### config.mk
export PLATFORM = sky130hd
export DESIGN_NAME = bram_seq_ctrl_flat
export DESIGN_NICKNAME = d
export VERILOG_FILES = /design/src/rtl/bram_seq_ctrl_pkg.sv /design/src/rtl/bram_seq_ctrl_if.sv /design/src/rtl/bram_seq_ctrl_sync_skid_fifo.sv /design/src/rtl/bram_seq_ctrl.sv /design/src/flat_wrapper.sv
export SDC_FILE = /design/constraint.sdc
export NUM_CORES = 1
export LEC_CHECK = 0
export ABC_CLOCK_PERIOD_IN_PS = 2100
export CORE_UTILIZATION = 35
export DETAILED_ROUTE_END_ITERATION = 8
export PLACE_DENSITY = 0.62
export REMOVE_ABC_BUFFERS = 1
export SLEW_MARGIN = 10
export SYNTH_ARGS = -nofsm -noshare
export SYNTH_HDL_FRONTEND = slang
export SYNTH_SLANG_ARGS = --single-unit
export TNS_END_PERCENT = 10
### constraint.sdc
create_clock -name clk -period 2.1 [get_ports clk]
set_input_delay 0.42 -clock clk [delete_from_list [all_inputs] [get_ports clk]]
set_output_delay 0.42 -clock clk [all_outputs]
set_load 0.005 [all_outputs]
### src/rtl/bram_seq_ctrl_pkg.sv
// Shared types and helpers for the BRAM sequencing controller:
// FSM state encoding, run-mode encoding and the address wrap helper.
package bram_seq_ctrl_pkg;

    typedef enum logic [2:0] {
        ST_IDLE  = 3'd0,
        ST_WRITE = 3'd1,
        ST_READ  = 3'd2,
        ST_DRAIN = 3'd3,
        ST_DONE  = 3'd4
    } state_e;

    typedef enum logic [1:0] {
        MODE_WR_RD = 2'd0,
        MODE_WR    = 2'd1,
        MODE_RD    = 2'd2,
        MODE_BAD   = 2'd3
    } mode_e;

    // Window address base+idx folded back into 0..mem_size-1 with an explicit
    // compare, so non-power-of-two depths wrap correctly.
    function automatic int unsigned next_addr(input int unsigned base,
                                              input int unsigned idx,
                                              input int unsigned mem_size);
        int unsigned sum;
        sum = base + idx;
        if (sum >= mem_size) begin
            sum = sum - mem_size;
        end
        return sum;
    endfunction

endpackage

### src/rtl/bram_seq_ctrl_if.sv
// Data-path bundle of the controller: write stream in, BRAM port 0, read stream out.
// master = controller side, slave = data-mover / memory side.
interface bram_seq_ctrl_if #(
    parameter int DWIDTH = 16,
    parameter int AWIDTH = 7
);
    logic [DWIDTH-1:0] i_wdata;
    logic              i_wvalid;
    logic              o_wready;
    logic [AWIDTH-1:0] addr0;
    logic              ce0;
    logic              we0;
    logic [DWIDTH-1:0] d0;
    logic [DWIDTH-1:0] q0;
    logic              o_valid;
    logic              i_ready;
    logic [DWIDTH-1:0] o_mem_data;

    modport master (
        input  i_wdata, i_wvalid, q0, i_ready,
        output o_wready, addr0, ce0, we0, d0, o_valid, o_mem_data
    );

    modport slave (
        output i_wdata, i_wvalid, q0, i_ready,
        input  o_wready, addr0, ce0, we0, d0, o_valid, o_mem_data
    );
endinterface

### src/rtl/bram_seq_ctrl_sync_skid_fifo.sv
// Small register FIFO used as the read output buffer: push/pop with occupancy
// count, head word presented with valid/ready and held stable while stalled.
module sync_skid_fifo #(
    parameter int WIDTH = 16,
    parameter int DEPTH = 4
) (
    input  logic                         clk,
    input  logic                         reset,
    input  logic                         push_i,
    input  logic [WIDTH-1:0]             push_data_i,
    input  logic                         pop_ready_i,
    output logic                         pop_valid_o,
    output logic [WIDTH-1:0]             pop_data_o,
    output logic [$clog2(DEPTH+1)-1:0]   count_o
);
    localparam int PW = $clog2(DEPTH);
    localparam int CW = $clog2(DEPTH + 1);

    logic [WIDTH-1:0] mem_q [DEPTH];
    logic [PW-1:0]    wr_ptr_q, rd_ptr_q;
    logic [CW-1:0]    count_q;
    logic             pop;
    logic             push_ok;

    function automatic logic [PW-1:0] ptr_inc(input logic [PW-1:0] p);
        return (p == PW'(DEPTH - 1)) ? '0 : p + 1'b1;
    endfunction

    assign pop_valid_o = (count_q != '0);
    assign pop         = pop_valid_o && pop_ready_i;
    assign push_ok     = push_i && ((count_q != CW'(DEPTH)) || pop);
    assign pop_data_o  = pop_valid_o ? mem_q[rd_ptr_q] : '0;
    assign count_o     = count_q;

    always_ff @(posedge clk) begin
        if (reset) begin
            wr_ptr_q <= '0;
            rd_ptr_q <= '0;
            count_q  <= '0;
        end else begin
            if (push_ok) begin
                wr_ptr_q <= ptr_inc(wr_ptr_q);
            end
            if (pop) begin
                rd_ptr_q <= ptr_inc(rd_ptr_q);
            end
            case ({push_ok, pop})
                2'b10:   count_q <= count_q + 1'b1;
                2'b01:   count_q <= count_q - 1'b1;
                default: count_q <= count_q;
            endcase
        end
    end

    always_ff @(posedge clk) begin
        if (push_ok) begin
            mem_q[wr_ptr_q] <= push_data_i;
        end
    end
endmodule

### src/rtl/bram_seq_ctrl.sv
// Run-triggered sequencer for one BRAM port: writes, reads or writes-then-reads
// a wrapped address window, with a credit-limited read pipeline into an output buffer.
module bram_seq_ctrl
    import bram_seq_ctrl_pkg::*;
#(
    parameter int DWIDTH     = 16,
    parameter int AWIDTH     = 7,
    parameter int MEM_SIZE   = 128,
    parameter int OBUF_DEPTH = 4
) (
    input  logic               clk,
    input  logic               reset,
    input  logic               i_run,
    input  logic [1:0]         i_mode,
    input  logic [AWIDTH-1:0]  i_base_addr,
    input  logic [AWIDTH:0]    i_num_cnt,
    output logic               o_idle,
    output logic               o_write,
    output logic               o_read,
    output logic               o_done,
    output logic               o_err,
    bram_seq_ctrl_if.master    bus
);
    localparam int CW = $clog2(OBUF_DEPTH + 1);

    state_e            state_q, state_d;
    mode_e             mode_q;
    mode_e             run_mode;
    logic [AWIDTH-1:0] base_q;
    logic [AWIDTH:0]   cnt_q;
    logic [AWIDTH:0]   idx_q, idx_d;
    logic              inflight_q;
    logic              err_q;
    logic [CW-1:0]     fifo_cnt;
    logic              run_start, wr_beat, rd_issue, last_idx, fifo_room;
    logic [AWIDTH-1:0] addr_cur;

    assign run_mode  = mode_e'(i_mode);
    assign run_start = (state_q == ST_IDLE) && i_run;
    assign wr_beat   = (state_q == ST_WRITE) && bus.i_wvalid;
    assign last_idx  = (idx_q + 1'b1) == cnt_q;
    // Credit check counts the word whose q0 is still on its way from the BRAM.
    assign fifo_room = (int'(fifo_cnt) + int'(inflight_q)) < OBUF_DEPTH;
    assign rd_issue  = (state_q == ST_READ) && fifo_room;
    assign addr_cur  = AWIDTH'(next_addr(32'(base_q), 32'(idx_q), unsigned'(MEM_SIZE)));
    assign o_err     = err_q;

    always_ff @(posedge clk) begin
        if (reset) begin
            state_q <= ST_IDLE;
        end else begin
            state_q <= state_d;
        end
    end

    always_comb begin
        state_d = state_q;
        case (state_q)
            ST_IDLE: begin
                if (i_run && (run_mode != MODE_BAD)) begin
                    if (i_num_cnt == '0)          state_d = ST_DONE;
                    else if (run_mode == MODE_RD) state_d = ST_READ;
                    else                          state_d = ST_WRITE;
                end
            end
            ST_WRITE: begin
                if (wr_beat && last_idx) begin
                    state_d = (mode_q == MODE_WR_RD) ? ST_READ : ST_DONE;
                end
            end
            ST_READ:  if (rd_issue && last_idx) state_d = ST_DRAIN;
            ST_DRAIN: if ((fifo_cnt == '0) && !inflight_q) state_d = ST_DONE;
            ST_DONE:  state_d = ST_IDLE;
            default:  state_d = ST_IDLE;
        endcase
    end

    always_comb begin
        idx_d = idx_q;
        if (run_start) begin
            idx_d = '0;
        end else if (wr_beat) begin
            idx_d = last_idx ? '0 : idx_q + 1'b1;
        end else if (rd_issue) begin
            idx_d = idx_q + 1'b1;
        end
    end

    always_comb begin
        o_idle       = 1'b0;
        o_write      = 1'b0;
        o_read       = 1'b0;
        o_done       = 1'b0;
        bus.o_wready = 1'b0;
        bus.ce0      = 1'b0;
        bus.we0      = 1'b0;
        bus.d0       = '0;
        bus.addr0    = '0;
        case (state_q)
            ST_IDLE:  o_idle = 1'b1;
            ST_WRITE: begin
                o_write      = 1'b1;
                bus.o_wready = 1'b1;
                bus.ce0      = bus.i_wvalid;
                bus.we0      = bus.i_wvalid;
                bus.d0       = bus.i_wdata;
                bus.addr0    = addr_cur;
            end
            ST_READ: begin
                o_read    = 1'b1;
                bus.ce0   = rd_issue;
                bus.addr0 = addr_cur;
            end
            ST_DRAIN: o_read = 1'b1;
            ST_DONE:  o_done = 1'b1;
            default:  o_idle = 1'b0;
        endcase
    end

    always_ff @(posedge clk) begin
        if (reset) begin
            mode_q     <= MODE_WR_RD;
            base_q     <= '0;
            cnt_q      <= '0;
            idx_q      <= '0;
            inflight_q <= 1'b0;
            err_q      <= 1'b0;
        end else begin
            idx_q      <= idx_d;
            inflight_q <= rd_issue;
            err_q      <= run_start && (run_mode == MODE_BAD);
            if (run_start) begin
                mode_q <= run_mode;
                base_q <= i_base_addr;
                cnt_q  <= i_num_cnt;
            end
        end
    end

    sync_skid_fifo #(
        .WIDTH (DWIDTH),
        .DEPTH (OBUF_DEPTH)
    ) u_obuf (
        .clk         (clk),
        .reset       (reset),
        .push_i      (inflight_q),
        .push_data_i (bus.q0),
        .pop_ready_i (bus.i_ready),
        .pop_valid_o (bus.o_valid),
        .pop_data_o  (bus.o_mem_data),
        .count_o     (fifo_cnt)
    );
endmodule

### src/flat_wrapper.sv
// flat-port wrapper written by rule: the top's interface ports become plain ports
module bram_seq_ctrl_flat import bram_seq_ctrl_pkg::*;
#(
    parameter int DWIDTH     = 16,
    parameter int AWIDTH     = 7,
    parameter int MEM_SIZE   = 128,
    parameter int OBUF_DEPTH = 4
)
  (clk, reset, i_run, i_mode, i_base_addr, i_num_cnt, o_idle, o_write, o_read, o_done, o_err, bus_i_wdata, bus_i_wvalid, bus_q0, bus_i_ready, bus_o_wready, bus_addr0, bus_ce0, bus_we0, bus_d0, bus_o_valid, bus_o_mem_data);
  bram_seq_ctrl_if #(.DWIDTH(DWIDTH), .AWIDTH(AWIDTH)) bus_i ();
  input  logic clk;
  input  logic reset;
  input  logic i_run;
  input  logic [1:0] i_mode;
  input  logic [AWIDTH-1:0] i_base_addr;
  input  logic [AWIDTH:0] i_num_cnt;
  output logic o_idle;
  output logic o_write;
  output logic o_read;
  output logic o_done;
  output logic o_err;
  input wire logic [$bits(bus_i.i_wdata)-1:0] bus_i_wdata;
  input wire logic [$bits(bus_i.i_wvalid)-1:0] bus_i_wvalid;
  input wire logic [$bits(bus_i.q0)-1:0] bus_q0;
  input wire logic [$bits(bus_i.i_ready)-1:0] bus_i_ready;
  output wire logic [$bits(bus_i.o_wready)-1:0] bus_o_wready;
  output wire logic [$bits(bus_i.addr0)-1:0] bus_addr0;
  output wire logic [$bits(bus_i.ce0)-1:0] bus_ce0;
  output wire logic [$bits(bus_i.we0)-1:0] bus_we0;
  output wire logic [$bits(bus_i.d0)-1:0] bus_d0;
  output wire logic [$bits(bus_i.o_valid)-1:0] bus_o_valid;
  output wire logic [$bits(bus_i.o_mem_data)-1:0] bus_o_mem_data;
  assign bus_i.i_wdata = bus_i_wdata;
  assign bus_i.i_wvalid = bus_i_wvalid;
  assign bus_i.q0 = bus_q0;
  assign bus_i.i_ready = bus_i_ready;
  assign bus_o_wready = bus_i.o_wready;
  assign bus_addr0 = bus_i.addr0;
  assign bus_ce0 = bus_i.ce0;
  assign bus_we0 = bus_i.we0;
  assign bus_d0 = bus_i.d0;
  assign bus_o_valid = bus_i.o_valid;
  assign bus_o_mem_data = bus_i.o_mem_data;
  bram_seq_ctrl #(.DWIDTH(DWIDTH), .AWIDTH(AWIDTH), .MEM_SIZE(MEM_SIZE), .OBUF_DEPTH(OBUF_DEPTH)) u_core (.clk(clk), .reset(reset), .i_run(i_run), .i_mode(i_mode), .i_base_addr(i_base_addr), .i_num_cnt(i_num_cnt), .o_idle(o_idle), .o_write(o_write), .o_read(o_read), .o_done(o_done), .o_err(o_err), .bus(bus_i));
endmodule
After elaboration in Yosys (flattened, before gate mapping)
Memories as Yosys holds them, arrays and structs flattened. A register that Yosys moved wholly into a read port is not among the register bits.
Index checks and enable logic that the tools add are counted.
{ "totals": {"regBits": 37, "mem_bits_rw": 64, "input_bits": 54, "output_inout_bits": 48, "wordCells": 89, "n_memories": 1} }
{ "memory_table": {"columns": ["memory", "words", "width", "rd", "rd_clocked_by_memory_dff", "wr", "line", "text"], "rows": [
  ["u_core.u_obuf.mem_q", 4, 16, 1, 1, 1, "bram_seq_ctrl_sync_skid_fifo.sv:19", "logic [WIDTH-1:0] mem_q [DEPTH];"]
]} }
{ "classes": {"add_sub_neg": 8, "magnitude_cmp": 2, "eq_ne": 17, "n_mux": 28, "reduce_logical": 23} }
{ "ops": {"columns": ["operator", "count"], "rows": [
  ["$lt 32x4->1 const B", 1],
  ["$mux 16", 2],
  ["$mux 8", 3],
  ["$mux 3", 6],
  ["$mux 7", 2],
  ["$pmux 3 s4", 1],
  ["$eq 2x2->1 const B", 5],
  ["$logic_and 1x1->1", 10],
  ["$mux 2", 5],
  ["$add 7x8->9", 1],
  ["$ge 9x8->1 const B", 1],
  ["$add 8x1->8 const B", 1],
  ["$eq 8x8->1", 1],
  ["$logic_not 8->1", 1],
  ["$ne 2x2->1 const B", 4],
  ["$mux 1", 7],
  ["$sub 7x1->7 const B", 1],
  ["$eq 3x2->1 const B", 2],
  ["$logic_not 3->1", 2],
  ["$pmux 3 s2", 1],
  ["$reduce_or 2->1", 3],
  ["$add 2x1->2 const B", 2],
  ["$add 3x1->4", 1],
  ["$reduce_and 4->1", 1],
  ["other kinds (13)", 14]
]} }

Longest topological paths before layout
Gate-level depths: netlist of the first run.
{ "logic_depth": {"word_depth": 6, "ltp_mapped": 10, "depth_no_buf": 9} }

By module
Synthesis of the first run repeated with hierarchy kept, for this count alone.
{ "unflattened": {"hier_cells": 385, "hier_area_um2": 5033.6} }
{ "by_module_without_submodules": {"columns": ["module", "instances", "cells_per_inst", "area_each_um2", "seq_area_each_um2"], "rows": [
  ["sync_skid_fifo", 1, 167, 3140.5, 2102.0],
  ["bram_seq_ctrl", 1, 218, 1893.1, 600.6]
]} }

Worst setup path after synthesis of the first run
No wires, ideal clock.
{ "synth_path": {"path_kind": "register to output", "start": "register u_core.idx_q[0]", "end": "output bus_addr0[6]", "arrival_time_ps": 1816, "required_ps": 1680, "setup_slack_ps": -136, "stages_incl_launch_ff": 9, "path_cell_list": "dfxtp_1 -> ha_1 -> fa_1 -> a21o_1 -> a21oi_1 -> o21bai_1 -> a21oi_1 -> xnor2_1 -> nor2_1"} }
{ "synth_via": {"elab_chain_cells": 4} }
{ "synth_rtl": {"columns": ["item", "line", "text"], "rows": [
  ["from (decl)", "bram_seq_ctrl.sv:31", "logic [AWIDTH:0] idx_q, idx_d;"],
  ["from (signal assigned)", "bram_seq_ctrl.sv:129", "idx_q <= idx_d;"],
  ["$add 7x8->9 (*)", "bram_seq_ctrl_pkg.sv:26", "sum = base + idx;"],
  ["$ge 9x8->1 or $sub 7x1->7 (tied branches)", "bram_seq_ctrl_pkg.sv:27, bram_seq_ctrl_pkg.sv:28", null],
  ["$mux 7 (*)", "bram_seq_ctrl_pkg.sv:27", "if (sum >= mem_size) begin"],
  ["$mux 7 (*)", "bram_seq_ctrl.sv:99", "case (state_q)"],
  ["to (decl)", "flat_wrapper.sv:27", "output wire logic [$bits(bus_i.addr0)-1:0] bus_addr0;"]
]} }
Mark *: on every way between the ends. The rest lies on a longest branch, timed or not.

Worst setup path after layout of the first run
{ "layout_path": {"start": "register u_core.base_q[0]", "end": "output bus_addr0[6]"} }
{ "layout_via": {"elab_chain_cells": 4} }
{ "layout_rtl": {"columns": ["item", "line", "text"], "rows": [
  ["from (decl)", "bram_seq_ctrl.sv:29", "logic [AWIDTH-1:0] base_q;"],
  ["from (signal assigned)", "bram_seq_ctrl.sv:134", "base_q <= i_base_addr;"],
  ["$add 7x8->9 (*)", "bram_seq_ctrl_pkg.sv:26", null],
  ["$ge 9x8->1 or $sub 7x1->7 (tied branches)", "bram_seq_ctrl_pkg.sv:27, bram_seq_ctrl_pkg.sv:28", null],
  ["$mux 7 (*)", "bram_seq_ctrl_pkg.sv:27", null],
  ["$mux 7 (*)", "bram_seq_ctrl.sv:99", null]
]} }
Marks and branches as above.

==> results of run 1 <==
==> worst paths after layout <==
path,start,end
worst max register to register,u_core.idx_q[1],u_core.state_q[2]
worst max-delay path,u_core.base_q[0],bus_addr0[6]
worst min-delay path,u_core.mode_q[1],u_core.mode_q[1]
worst min register to register,u_core.mode_q[1],u_core.mode_q[1]
==> cell usage after synthesis, drive strengths merged (2+ instances only) <==
library cell	n	area [um2]
ha	12	150
nor2b	2	12.5
mux2i	3	30.0
buf	7	36.3
dfxtp	39	781
xnor2	9	78.8
and3	18	113
nand2	53	199
or4	2	15.0
a21oi	29	149
a31o	3	26.3
and2	24	150
and4	2	17.5
nand3	12	65.1
nor3	11	55.1
edfxtp	64	1920
nand2b	6	37.5
nor2	30	115
o21ai	11	58.8
xor2	6	52.6
o211ai	2	20.0
or3	2	12.5
mux4	16	360
inv	15	56.3
a31oi	3	18.8
o21a	2	15.0
nor4	6	43.8
a21o	3	22.5
fa	2	40.0
o32ai	2	17.5
clkbuf	16	61.3
==> cell type report <==
type / instances / area, um2
antenna: 1 / 2.50
timing repair buffer: 153 / 1420
tap: 176 / 220
fill: 1213 / 6440
clock buffer: 9 / 225
sequential: 103 / 2720
clock inverter: 7 / 61.3
inverter: 16 / 60.1
multi-input combinational: 284 / 2250
==> through the flow <==
step           utilization, %  cells  worst slack [ns]
6_report                 51.9    749            -0.387
5_1_grt                  51.9    748            -0.526
4_1_cts                  50.9    748            -0.405
3_5_place_dp             48.2    731            -0.587
3_3_place_gp             48.2    731            -0.566
2_1_floorplan               -    403            -0.136
==> registers in the layout (all words and copies together) (netlist names), named ones only <==
register / flops
u_core.u_obuf.count_o: 3
u_core.u_obuf.mem_q: 64
u_core.u_obuf.wr_ptr_q: 2
u_core.base_q: 7
u_core.cnt_q: 8
u_core.state_q: 3
u_core.o_err: 1
u_core.u_obuf.rd_ptr_q: 2
u_core.mode_q: 2
u_core.inflight_q: 1
u_core.idx_q: 8
==> per-layer routing <==
metal / vias to the layer above / track usage (%) / part of all wire (%)
li1: 1826 / - / -
met1: 1759 / 19.7 / 45
met2: 109 / 26.9 / 49
met3: 14 / 3.80 / 4.8
met4: 0 / 5.16 / 1.3
met5: - / 0 / 0
==> placed cells by master, fill, tap and decap left out, drive strengths merged, types with 3 or more instances in the layout <==
cell           synthesis  layout
nor4                   6       6
a31oi                  3       3
mux4                  16      16
nand3                 12      12
nor2                  30      30
edfxtp                64      64
o21ai                 11      11
nand2b                 6       6
and3                  18      18
a31o                   3       3
mux2i                  3       3
xor2                   6       6
xnor2                  9       9
a21oi                 29      29
clkbuf                16      21
clkdlybuf4s50          0      77
a21o                   3       3
nand2                 53      53
buf                    7      62
and2                  24      24
inv                   15      21
nor3                  11      11
ha                    12      12
dfxtp                 39      39
==> timing repair <==
item                       4_1_cts  5_1_grt
pin swaps                       22       12
resized for setup               94       62
buffers inserted                 1        0
hold buffers                     0        0
setup endpoints to repair       56       58
==> worst max-delay path, delay by kind of cell (launching register included) <==
kind / cells / cell delay (ns)
buf+inv: 1 / 0.12
xor+xnor: 1 / 0.13
simple gates: 1 / 0.05
compound gates: 4 / 0.56
fa+ha+maj: 2 / 0.51
flops: 1 / 0.34
==> power by group through the flow <==
stage	clock [mW]	combinational (mW)	sequential (mW)
6_report	1.61	2.11	2.46
3_3_place_gp	0	1.89	2.46
2_1_floorplan	0	0.868	2.49
5_1_grt	1.72	2.31	2.48
3_5_place_dp	0	1.92	2.47
4_1_cts	1.66	1.97	2.44
==> cell families (layout without fill, tap and decap cells) <==
| logic type | Yosys count | after routing | synth area share [%] |
|---|---|---|---|
| AO/OA/AOI/OAI | 63 | 63 | 8.21 |
| multiplexers | 20 | 20 | 8.26 |
| other | 0 | 1 | 0 |
| adder cells (fa/ha/maj) | 14 | 14 | 3.91 |
| flip-flops | 103 | 103 | 55.6 |
| XOR/XNOR | 16 | 16 | 3.16 |
| buffers and inverters | 39 | 185 | 3.24 |
| AND/OR/NAND/NOR | 171 | 171 | 17.6 |
==> results.sh, run 1 <==
export IMPL_violations="setup timing"
export IMPL_r2r_cells=11
export IMPL_start_kind="flip-flop"
export IMPL_cts_sinks=103
export IMPL_power_leakage_nw=2.59
export IMPL_crit_type="reg -> out"
export IMPL_required_ns=1.68
export IMPL_grt_pass1_vias=3675
export IMPL_setup_viol=33
export IMPL_slew_viol_final=0
export IMPL_die_area_um2=14400
export IMPL_period_share_pct=118
export IMPL_fin_ws_ns=-0.387
export IMPL_grt_pass1_wl_mm=17.7
export IMPL_rsz0062_at_grt="true"
export IMPL_cts_buffers=9
export IMPL_remaining_drc_errors=0
export IMPL_pwr_share_clk_pct=26.0
export IMPL_setup_tns_ns=-2.96
export IMPL_cts_reportedPaths_clkPinSlew_ns=0.07
export IMPL_power_frac_seq_pct=39.8
export IMPL_first_pass_iters=4
export IMPL_die_x_um=120
export IMPL_power_density_nw_per_um2=888
export IMPL_ctsHtreeMaxLevel=3
export IMPL_path_cells="ha_4, fa_2, a21o_1, a21oi_2, o21bai_1, a21oi_1, xnor2_1, nor2_1, buf_2"
export IMPL_first_iter_violations=197
export IMPL_total_power_mw=6.18
export IMPL_power_frac_comb_pct=34.2
export IMPL_vias_per_cell=4.95
export IMPL_worst_pin_slew_ns=0.418
export IMPL_cp_arrival_ns=2.07
export IMPL_power_switching_mw=1.92
export IMPL_totalWireLength_mm=11.1
export IMPL_ioPinCount=102
export IMPL_maxCapViolations=0
export IMPL_slew_headroom_pct=72.0
export IMPL_ys_warn_count=0
export IMPL_hold_class="reg -> reg"
export IMPL_initial_utilization_pct=36.3
export IMPL_ys_seq_area_share_pct=55.6
export IMPL_critical_path_max_stage_delay_ns=0.35
export IMPL_finish_instance_area_um2=6960
export IMPL_drive_gt1_share_pct=29.5
export IMPL_clk_latency_ns=0.35
export IMPL_peakVddDrop_mv=0.637
export IMPL_avgRoutedWirePerCell_um=14.8
export IMPL_post_route_min_period_ns=2.49
export IMPL_die_h_um=120
export IMPL_synthArstFlopShare_pct=0
export IMPL_end_kind="output port"
export IMPL_avgSynthCellArea_um2=11.4
export IMPL_synth_ff_type="edfxtp_1"
export IMPL_antenna_found_initial=1
export IMPL_hold_viol_final=0
export IMPL_r2r_setup_slack_ns=-0.12
export IMPL_clock_root_buffer="clkbuf_16"
export IMPL_numPortBuffers=101
export IMPL_synth_edf_count=64
export IMPL_path_max_fanout=2
export IMPL_grt_max_degree=22
export IMPL_ys_ff_latch=103
export IMPL_synthCells=426
export IMPL_hold_worst_slack_ns=0.460
export IMPL_fin_nets=635
export IMPL_cpMaxStageDelayCell="fa_2"
export IMPL_place_area_um2=6450
export IMPL_gr_total_overflow=0
export IMPL_grtUsageTotal_pct=15.8
export IMPL_fp_row_count=42
export IMPL_outcome="finished, violations left"
export IMPL_dpl_hpwl_mm=7.66
export IMPL_syn_area_um2=4860
export IMPL_clock_skew_ns=0.00408
export IMPL_p_int_mw=4.26
export IMPL_clk_path_buf_depth=2
export IMPL_swShare_pct=31.0
export IMPL_core_area_um2=13400
export IMPL_hold_depth=2
export IMPL_max_freq_ghz=0.402
export IMPL_syn_to_final_growth_pct=43.1
export IMPL_synth_distinct_cells=56
export IMPL_place_congestion=0.793
export IMPL_ant_nets=0
export IMPL_cts_tree="built"
export IMPL_vias=3708
(Power assumes the default switching activity.)
==> run 2: changes to the inputs <==
CORE_MARGIN = 1.5   (was default)
CTS_CLUSTER_SIZE = 10   (was default)
GPL_ROUTABILITY_DRIVEN = 0   (was default)
==> run 2 against run 1 <==
- the run still ends with setup timing left
- sequential share of layout area decreased by 0.67 points
- final cell count increased by 0.13%
- die area rose by 1.7%
- clock skew rose by 0.0059 ns
- highest routed layer unchanged
- clock-buffer cell count unchanged
- worst hold slack improved by 0.0068 ns
- maximum frequency grew 0.88%
- non-clock buffer count up 1
==> results.sh, run 2 (synthesized netlist as in run 1, its figures left out) <==
export IMPL_met2_usage_pct=28.2
export IMPL_vias=3735
export IMPL_clock_root_buffer="clkbuf_16"
export IMPL_power_density_nw_per_um2=897
export IMPL_grtUsageTotal_pct=16.2
export IMPL_syn_to_final_growth_pct=45.3
export IMPL_fp_row_count=42
export IMPL_top_regs="u_core.u_obuf.mem_q: 64 flops, u_core.cnt_q: 8 flops, u_core.idx_q: 8 flops"
export IMPL_cts_reportedPaths_clkPinSlew_ns=0.08
export IMPL_die_h_um=121
export IMPL_start_kind="flip-flop"
export IMPL_post_route_min_period_ns=2.47
export IMPL_hold_depth=2
export IMPL_r2r_end="u_core.state_q[2]"
export IMPL_path_buf_inv=1
export IMPL_setup_viol=15
export IMPL_avgRoutedWirePerCell_um=15.2
export IMPL_first_iter_violations=205
export IMPL_reg2reg_from="u_core.idx_q[1]"
export IMPL_seq_area_um2=2720
export IMPL_peakVddDrop_mv=0.594
export IMPL_critical_path_max_stage_delay_ns=0.34
export IMPL_remaining_drc_errors=0
export IMPL_vias_per_cell=4.98
export IMPL_rsz0062_at_grt="true"
export IMPL_cp_arrival_ns=2.05
export IMPL_layout_commonest_cell="edfxtp_1"
export IMPL_maxCapViolations=0
export IMPL_required_ns=1.68
export IMPL_fin_nets=636
export IMPL_worst_pin_slew_ns=0.381
export IMPL_hold_viol_final=0
export IMPL_gr_max_usage_layer="met2"
export IMPL_r2r_setup_slack_ns=-0.19
export IMPL_hold_buffers=0
export IMPL_use_met3_pct=4.98
export IMPL_cp_top_family="compound AO/OA/AOI/OAI gates"
export IMPL_path_max_fanout=2
export IMPL_dpl_cell_count=729
export IMPL_ant_nets=0
export IMPL_place_ws_ns=-0.583
export IMPL_finalNonFillerCells=750
export IMPL_final_cell_mix="edfxtp_1, clkdlybuf4s50_1, nand2_1, buf_4, dfxtp_1"
export IMPL_grt_max_degree=29
export IMPL_violations="setup timing"
export IMPL_ioPinCount=102
export IMPL_clock_skew_ns=0.00999
export IMPL_end_kind="output port"
export IMPL_clk_path_buf_depth=2
export IMPL_hold_start="u_core.base_q[4]"
export IMPL_die_area_um2=14600
export IMPL_cts_sinks=103
export IMPL_n_fill_cell=1188
export IMPL_numPortBuffers=101
export IMPL_path_cells="ha_4, fa_2, a21o_1, a21oi_2, o21bai_1, a21oi_1, xnor2_1, nor2_1, buf_2"
export IMPL_first_pass_iters=4
export IMPL_largest_reg_flops=64
export IMPL_die_x_um=121
export IMPL_slew_headroom_pct=74.5
export IMPL_r2r_cells=11
export IMPL_drive_gt1_share_pct=30.2
export IMPL_multi_input_area_um2=2270
export IMPL_period_share_pct=117
export IMPL_dpl_hpwl_mm=7.84
export IMPL_gr_total_overflow=0
export IMPL_hold_class="reg -> reg"
export IMPL_ctsHtreeMaxLevel=3
export IMPL_whs_endpoint="u_core.base_q[4]"
export IMPL_initial_utilization_pct=36.3
export IMPL_antenna_found_initial=1
export IMPL_grt_pass1_vias=3757
export IMPL_power_leakage_nw=2.89
export IMPL_cts_buffers=9
export IMPL_cpMaxStageDelayCell="dfxtp_2"
export IMPL_totalWireLength_mm=11.4
export IMPL_clk_latency_ns=0.35
export IMPL_cts_tree="built"
export IMPL_grt_met1_usage_pct=19.7
export IMPL_slew_viol_final=0
export IMPL_core_area_um2=13400
export IMPL_crit_type="reg -> out"
export IMPL_outcome="finished, violations left"
export IMPL_max_freq_ghz=0.406
export IMPL_grt_pass1_wl_mm=18.4
export IMPL_fin_ws_ns=-0.366
export IMPL_regMostFlops="u_core.u_obuf.mem_q"
-- run 2: worst max path at each step --
| stage | start | end | slack [ns] | cells past startpoint |
|---|---|---|---|---|
| floorplan | u_core.idx_q[0] | bus_addr0[6] | -0.14 | 8 |
| global placement | u_core.idx_q[0] | bus_addr0[6] | -0.58 | 9 |
| detailed placement | u_core.idx_q[0] | bus_addr0[6] | -0.58 | 9 |
| CTS | u_core.base_q[0] | bus_addr0[6] | -0.39 | 9 |
| global route | u_core.base_q[0] | bus_addr0[6] | -0.52 | 9 |
| finish | u_core.base_q[0] | bus_addr0[6] | -0.37 | 9 |
-- run 2: per-layer routing --
metal / wire (um) / share of wire, %
met5: 0 / 0
met4: 102 / 0.89
met3: 544 / 4.8
met2: 5750 / 50
met1: 5010 / 44
-- run 2: worst min-delay path, stage by stage, from the launching register on --
cell and delay (ns):
dfxtp_1 0.32, nand2_1 0.05, a21oi_1 0.05
-- run 2: per-stage QoR --
step	area (um2)	TNS, ns	util, %	hold WS, ns	power (mW)
after floorplan	4770	-0.136	-	0.430	3.36
after global placement	6450	-3.77	48.2	0.448	4.38
after detailed placement	6450	-4.44	48.2	0.456	4.41
after CTS	6930	-3.92	51.7	0.468	6.27
after global routing	7060	-5.09	52.7	0.490	6.71
final	7070	-2.22	52.7	0.467	6.34
-- run 2: final cells by class --
type	count	share of cell area [%]
clock buffers	9	3.19
inverters	16	0.868
flip-flops and latches	103	38.5
clock inverters	7	1.35
repair buffers	154	20.9
multi-input cells	284	32.1
well taps	176	3.12
diodes	1	0.0354
-- run 2: where the power goes --
| group | switching (mW) | internal, mW |
|---|---|---|
| Sequential | 0.128 | 2.33 |
| Clock | 0.797 | 0.962 |
| Combinational | 1.01 | 1.11 |
| Total | 1.94 | 4.40 |
-- run 2: timing repair --
action | in CTS | in global routing
pin swaps | 30 | 13
buffers inserted | 4 | 1
gates resized for setup | 103 | 66
endpoints found under the setup margin | 56 | 58
==> run 3: changes to the inputs <==
CELL_PAD_IN_SITES_DETAIL_PLACEMENT = 1   (was default)
CELL_PAD_IN_SITES_GLOBAL_PLACEMENT = 2   (was default)
CORE_MARGIN = default   (was 1.5)
CORE_UTILIZATION = 30   (was 35)
GPL_ROUTABILITY_DRIVEN = default   (was 0)
PLACE_DENSITY = 0.77   (was 0.62)
==> run 3 against run 2 <==
- largest cell class unchanged
- core utilization shrank 7.8 points
- first-iteration DRC count shrank 27%
- final cell count grew 5.9%
- clock power shrank 7%
- power shrank 0.15%
- the run still ends with setup timing left
- register-to-register slack lost 0.02 ns
==> results.sh, run 3 (synthesized netlist as in run 1, its figures left out) <==
export IMPL_max_freq_ghz=0.403
export IMPL_place_congestion=0.808
export IMPL_power_density_nw_per_um2=890
export IMPL_cp_top_family="compound AO/OA/AOI/OAI gates"
export IMPL_remaining_drc_errors=0
export IMPL_grt_pass1_wl_mm=19.9
export IMPL_rsz0062_at_grt="true"
export IMPL_initial_utilization_pct=30.7
export IMPL_numPortBuffers=101
export IMPL_die_h_um=129
export IMPL_total_power_mw=6.33
export IMPL_syn_to_final_growth_pct=46.2
export IMPL_totalWireLength_mm=12.6
export IMPL_die_area_um2=16700
export IMPL_worst_pin_slew_ns=0.458
export IMPL_required_ns=1.68
export IMPL_top_regs="u_core.u_obuf.mem_q: 64 flops, u_core.cnt_q: 8 flops, u_core.idx_q: 8 flops"
export IMPL_fin_nets=641
export IMPL_core_area_um2=15800
export IMPL_grt_pass1_vias=3990
export IMPL_fp_row_count=46
export IMPL_cpMaxStageDelayCell="dfxtp_2"
export IMPL_slew_viol_final=0
export IMPL_gr_total_overflow=0
export IMPL_peakVddDrop_mv=0.412
export IMPL_antenna_found_initial=0
export IMPL_hold_class="reg -> reg"
export IMPL_cts_sinks=103
export IMPL_cp_arrival_ns=2.06
export IMPL_post_route_min_period_ns=2.48
export IMPL_drive_gt1_share_pct=31.0
export IMPL_power_frac_comb_pct=35.6
export IMPL_hold_buffers=0
export IMPL_swShare_pct=31.2
export IMPL_diodes=0
export IMPL_cp_common_cell="a21oi_2"
export IMPL_setup_viol=16
export IMPL_slew_headroom_pct=69.2
export IMPL_cts_reportedPaths_clkPinSlew_ns=0.07
export IMPL_start_kind="flip-flop"
export IMPL_critical_path_max_stage_delay_ns=0.34
export IMPL_vias=3758
export IMPL_die_x_um=129
export IMPL_place_area_um2=6500
export IMPL_power_leakage_nw=2.70
export IMPL_period_share_pct=118
export IMPL_vias_per_cell=4.73
export IMPL_cts_buffers=9
export IMPL_maxCapViolations=0
export IMPL_p_int_mw=4.36
export IMPL_avgRoutedWirePerCell_um=15.9
export IMPL_ctsHtreeMaxLevel=3
export IMPL_setup_tns_ns=-2.22
export IMPL_largest_reg_flops=64
export IMPL_grtUsageTotal_pct=15.5
export IMPL_power_switching_mw=1.97
export IMPL_ant_nets=0
export IMPL_clock_root_buffer="clkbuf_16"
export IMPL_clk_path_buf_depth=2
export IMPL_path_max_fanout=2
export IMPL_clk_latency_ns=0.35
export IMPL_fin_ws_ns=-0.384
export IMPL_power_frac_seq_pct=38.6
export IMPL_outcome="finished, violations left"
export IMPL_violations="setup timing"
export IMPL_path_cells="ha_4, fa_2, a21o_1, a21oi_2, o21bai_1, a21oi_2, xnor2_1, nor2_1, buf_2"
export IMPL_end_kind="output port"
export IMPL_layout_commonest_cell="clkdlybuf4s50_1"
export IMPL_first_iter_violations=149
export IMPL_pwr_share_clk_pct=25.8
export IMPL_regMostFlops="u_core.u_obuf.mem_q"
export IMPL_path_buf_inv=1
export IMPL_clock_skew_ns=0.00833
export IMPL_finish_instance_area_um2=7110
export IMPL_hold_viol_final=0
export IMPL_ioPinCount=102
export IMPL_final_cell_mix="clkdlybuf4s50_1, edfxtp_1, nand2_1, buf_4, dfxtp_1"
export IMPL_cts_tree="built"
export IMPL_crit_type="reg -> out"
export IMPL_grt_max_degree=27
export IMPL_dpl_hpwl_mm=9.04
export IMPL_first_pass_iters=4
run 3: cell types whose count changed in the layout (fill, tap and decap cells not counted), moves of 3 or more:
| cell | before | now |
|---|---|---|
| buf_4 | 38 | 44 |
| buf_6 | 8 | 12 |
| clkbuf_2 | 13 | 10 |
| dlymetal6s2s_1 | 18 | 5 |
| clkdlybuf4s50_1 | 61 | 73 |
run 3: path summary, 6_finish.rpt:
path | slack (ns) | depth (start not counted) | to | from
worst max-delay path | -0.38 | 9 | bus_addr0[6] | u_core.idx_q[0]
worst min-delay path | 0.46 | 2 | u_core.mode_q[0] | u_core.mode_q[0]
worst max register to register | -0.21 | 11 | u_core.state_q[2] | u_core.idx_q[1]
worst min register to register | 0.46 | 2 | u_core.mode_q[0] | u_core.mode_q[0]
run 3: worst register-to-register path: cells and delay by family, from the launching register on:
kind            cells  cell delay, ns
flops               1            0.37
compound gates      3            0.78
simple gates        4            0.51
buf+inv             4            0.58
run 3: per-layer routing:
layer	GRT usage (%)	vias up	routed length, um
li1	-	1829	-
met1	18.5	1821	5370
met2	28.0	96	6420
met3	4.38	12	669
met4	2.70	0	132
met5	0	-	0
run 3: through the flow:
stage / cells / util, % / hold WS (ns) / setup WS (ns)
after floorplan: 403 / - / 0.430 / -0.136
after global routing: 794 / 44.9 / 0.500 / -0.521
final: 794 / 44.9 / 0.464 / -0.384
after detailed placement: 771 / 41.1 / 0.457 / -0.671
after CTS: 789 / 43.8 / 0.469 / -0.427
after global placement: 771 / 41.1 / 0.450 / -0.593
run 3: repair_timing:
action,CTS,global route
pin swaps,24,25
buffers inserted,2,7
gates resized for setup,109,60
endpoints found under the setup margin,56,56
run 3: cell type report:
class,instances,area [um2]
sequential,103,2720
tap,216,270
clock buffer,10,239
fill,1692,8720
timing repair buffer,159,1490
clock inverter,6,51.3
multi-input combinational,284,2280
inverter,16,61.3
run 3: power by group through the flow:
| stage | registers (mW) | logic, mW | clock network, mW |
|---|---|---|---|
| global placement | 2.45 | 1.95 | 0 |
| detailed placement | 2.46 | 1.99 | 0 |
| global route | 2.46 | 2.48 | 1.76 |
| floorplan | 2.49 | 0.868 | 0 |
| finish | 2.44 | 2.25 | 1.64 |
| CTS | 2.43 | 2.07 | 1.69 |
